`src/rtl/seq_det_pkg.sv`:
```
// Shared helpers for the serial pattern detector: state sizing and the
// elaboration-time next-state table of the prefix-matching automaton.
package seq_det_pkg;

  localparam int MAX_LEN = 16;
  localparam int ENTRY_W = 4;
  localparam int TABLE_W = MAX_LEN * 2 * ENTRY_W;

  function automatic int state_width(input int patLen);
    return ($clog2(patLen) < 1) ? 1 : $clog2(patLen);
  endfunction

  // Entry (k*2+b) is the longest proper pattern prefix that is a suffix of
  // "first k pattern bits followed by b"; on a full match this equals the
  // overlap restart point.
  function automatic logic [TABLE_W-1:0] build_next_table(
    input logic [MAX_LEN-1:0] pattern,
    input int                 patLen
  );
    logic [TABLE_W-1:0] tbl;
    logic [MAX_LEN:0]   str;
    logic               same;
    int                 best;
    tbl = '0;
    str = '0;
    for (int k = 0; k < patLen; k++) begin
      for (int b = 0; b < 2; b++) begin
        for (int i = 0; i < k; i++) str[i] = pattern[patLen-1-i];
        str[k] = b[0];
        best = 0;
        for (int j = 1; j <= k + 1; j++) begin
          if (j < patLen) begin
            same = 1'b1;
            for (int m = 0; m < j; m++)
              if (str[k+1-j+m] != pattern[patLen-1-m]) same = 1'b0;
            if (same) best = j;
          end
        end
        tbl[(k*2+b)*ENTRY_W +: ENTRY_W] = ENTRY_W'(best);
      end
    end
    return tbl;
  endfunction

endpackage

```
`src/rtl/seq_pattern_detector.sv`:
```
// Parametrised serial bit-pattern detector with valid qualifier, Mealy or
// Moore match pulse and a saturating, clearable match counter.
module seq_pattern_detector
  import seq_det_pkg::*;
#(
  parameter int                 PAT_LEN = 4,
  parameter logic [PAT_LEN-1:0] PATTERN = 4'b1101,
  parameter bit                 OVERLAP = 1'b1,
  parameter bit                 MOORE   = 1'b0,
  parameter int                 CNT_W   = 8
) (
  input  logic             clk,
  input  logic             reset,
  input  logic             en,
  input  logic             x,
  input  logic             clear,
  output logic             y,
  output logic [CNT_W-1:0] match_cnt
);

  localparam int                 SW         = state_width(PAT_LEN);
  localparam logic [TABLE_W-1:0] NEXT_TBL   = build_next_table(MAX_LEN'(PATTERN), PAT_LEN);
  localparam logic [SW-1:0]      LAST_STATE = SW'(PAT_LEN - 1);

  if (PAT_LEN < 2 || PAT_LEN > MAX_LEN) begin : g_badLen
    $error("PAT_LEN must be within 2..16");
  end

  logic [SW-1:0]    r_state;
  logic [CNT_W-1:0] r_cnt;
  logic             r_yQ;
  logic             w_hit;
  logic [ENTRY_W:0] w_tblIdx;
  logic [SW-1:0]    w_next;

  assign w_hit    = en & (r_state == LAST_STATE) & (x == PATTERN[0]);
  assign w_tblIdx = {ENTRY_W'(r_state), x};
  assign w_next   = (w_hit && !OVERLAP) ? '0
                  : SW'(NEXT_TBL[{w_tblIdx, 2'b00} +: ENTRY_W]);

  // Prefix state and Moore pulse only move on valid bits.
  always_ff @(posedge clk) begin
    if (reset) begin
      r_state <= '0;
      r_yQ    <= 1'b0;
    end else if (en) begin
      r_state <= w_next;
      r_yQ    <= w_hit;
    end
  end

  always_ff @(posedge clk) begin
    if (reset) begin
      r_cnt <= '0;
    end else if (clear) begin
      r_cnt <= '0;
    end else if (w_hit && (r_cnt != {CNT_W{1'b1}})) begin
      r_cnt <= r_cnt + CNT_W'(1);
    end
  end

  assign y         = MOORE ? r_yQ : (w_hit & ~reset);
  assign match_cnt = r_cnt;

endmodule

```
`config.mk`:
```
export PLATFORM = sky130hd
export DESIGN_NAME = seq_pattern_detector
export DESIGN_NICKNAME = d
export VERILOG_FILES = /design/src/rtl/seq_det_pkg.sv /design/src/rtl/seq_pattern_detector.sv
export SDC_FILE = /design/constraint.sdc
export NUM_CORES = 1
export LEC_CHECK = 0
export CAP_MARGIN = 5
export CORE_UTILIZATION = 35
export DETAILED_ROUTE_END_ITERATION = 8
export GPL_TIMING_DRIVEN = 0
export PLACE_DENSITY = 0.7
export SETUP_SLACK_MARGIN = 0.3
export SLEW_MARGIN = 25
export SYNTH_ARGS = -nofsm -noshare
export SYNTH_HDL_FRONTEND = slang
export SYNTH_SLANG_ARGS = --single-unit
```
`constraint.sdc`:
```
create_clock -name clk -period 1.6 [get_ports clk]
set_input_delay 0.48 -clock clk [delete_from_list [all_inputs] [get_ports clk]]
set_output_delay 0.48 -clock clk [all_outputs]
set_load 0.02 [all_outputs]
```
==> metrics.yaml <==
outcome: "finished clean"
io_pins: 14
routed-wl-met3_um: 64
antenna_found_initial: 0
worstHoldPathType: "input pin to flop"
avgSynthCellArea_um2: 8.70
setup.worst_path.start_class: "input pin"
finalSetupViolCount: 0
syn_inst: 60
grt.overflow.total: 0
cts_made_buffers: 3
p_leak_nw: 0.379
htree_num_levels: 1
ctsRootBufferMaster: "clkbuf_4"
endpoint_kind: "output pin"
grt_usage_pct: 18.2
routabilityCongestion: 0.704
drc: 0
yosys-top-cells-area: "dfxtp_1 (38%), mux2i_1 (9.6%), nor2_1 (7.9%), ha_1 (7.2%), xor2_1 (5.0%)"
drv_slew: 0
crit_path_max_fanout: 4
clock-sinks: 10
placement.io_buffers: 13
skew_ns: 0.00680
worst_pin_slew_ns: 0.226
synth.most_common_cell: "nor2_1"
netlist_area_um2: 522
floorplan.initialDensity_pct: 38.6
area_delta_synth_final_pct: 66.7
cap_violations: 0
powerDensity_nw_per_um2: 522
max_slew_margin_pct: 84.8
cts_hold_buf: 0
vias: 542
rows: 13
timing.fmax_ghz: 0.686
coreArea_um2: 1350
drive_above_1_share_pct: 50.6
peakVddDrop_mv: 0.480
placedCellCount: 88
fp.dieW_um: 40.6
drtIter0Drc: 11
grt_pass1_vias: 460
tns_ns: 0
cp.arrival_ns: 0.98
die-area_um2: 1650
avgViaCountPerCell: 5.31
grt_first_pass_wirelength_um: 1880
synth_area_leader_cell: "dfxtp_1"
m1WireLength_um: 559
worstSetupPathType: "input pin to output pin"
grt_max_degree: 9
cts_tree: "yes"
finalCriticalPeriod_ns: 1.46
rsz0062_at_grt: "true"
synth_flop_cell: "dfxtp_1"
required_ns: 1.12
wl_met2_um: 677
synth_top_cells_by_count: "nor2_1 (11), dfxtp_1 (10), nand2_1 (6)"
ys_async_sr_fraction_pct: 0
wl_per_cell_um: 12.8
cts.clk_slew.worst_paths_ns: 0.06
finalHoldViolCount: 0
insertion_delay_ns: 0.26
finalNetCount: 96
n_antenna_cell: 0
drtAntennaViolNets: 0
wirelength_um: 1310
fin_crit_sh_pct: 91.1
top_layer: "met4"
ys_seq_elements: 10
synth_nets: 68
yosysWarnings: 0
seq_area_frac_synth_pct: 38.4
netlist.area_leader.share_pct: 38.4
fin_cells: 102
first_pass_iters: 4
die_y_um: 40.6
synth_cell_types: 23
clock_path_buffers: 2
synth-edff-count: 0
fin_hold_ws_ns: 0.429
-- critical path: stages --
cell,delay [ns]
clkdlybuf4s15_1,0.24
nor2_2,0.14
buf_6,0.12
-- cell families after synthesis --
group                    synth area share [%]
multiplexers                             9.59
adder cells (fa/ha/maj)                  7.20
XOR/XNOR                                 5.04
flip-flops                               38.4
AO/OA/AOI/OAI                            9.35
AND/OR/NAND/NOR                          28.3
buffers and inverters                    2.16
-- worst paths after layout --
kind	startpoint	slack, ns	cells after the start	end
max	reset	0.14	3	y
min	en	0.43	2	r_state[0]
max reg2reg	r_state[1]	0.20	5	match_cnt[5]
min reg2reg	match_cnt[5]	0.52	2	match_cnt[5]
-- layout by cell type (no fill, tap or decap), types with 2 or more instances in the layout --
cell	netlist	final
xor2_1	3	3
dfxtp_4	0	8
dfxtp_2	0	2
mux2i_1	5	5
nand2_1	6	6
buf_4	0	14
buf_6	0	5
o211ai_1	2	2
a21oi_1	2	2
ha_1	3	2
nor2_1	11	10
inv_1	2	2
clkbuf_4	0	3
nand4_1	2	2
-- final cells by class --
class / instances / area [µm²]
Fill cell: 122 / 480
Timing Repair Buffer: 23 / 206
Buffer: 1 / 5.00
Clock buffer: 4 / 26.3
Sequential cell: 10 / 233
Multi-Input combinational cell: 47 / 373
Inverter: 2 / 7.51
Tap cell: 15 / 18.8
-- per-stage QoR --
stage	setup WS [ns]	util (%)	area (µm²)	power (W)
2_1_floorplan	0.234	-	546	0.000272
3_3_place_gp	-0.857	51.4	694	0.000288
3_5_place_dp	-0.875	51.4	694	0.000289
4_1_cts	0.103	58.8	793	0.000463
5_1_grt	0.0618	64.4	870	0.000480
6_report	0.142	64.4	870	0.000454
-- layer usage --
layer,vias up,global-route usage [%]
met3,2,10.9
met4,0,7.50
met5,-,0
met1,262,19.0
li1,266,-
met2,12,29.4
-- where the power goes --
part	total (W)	internal, W	leakage [nW]	switching [W]
registers	0.000242	0.000240	0.0881	0.00000188
clock network	0.000177	0.0000961	0.0150	0.0000811
logic	0.0000345	0.0000172	0.276	0.0000173
-- registers in the layout, indices dropped and copies added, names as in the netlist --
signal / cells
r_state: 2
match_cnt: 8
-- what timing repair did --
action	CTS	global route
setup endpoints to repair	18	16
pin swaps	6	4
setup buffers	8	2
gates resized for setup	65	18
endpoints found under the hold margin	0	0
(Power assumes the default switching activity.)
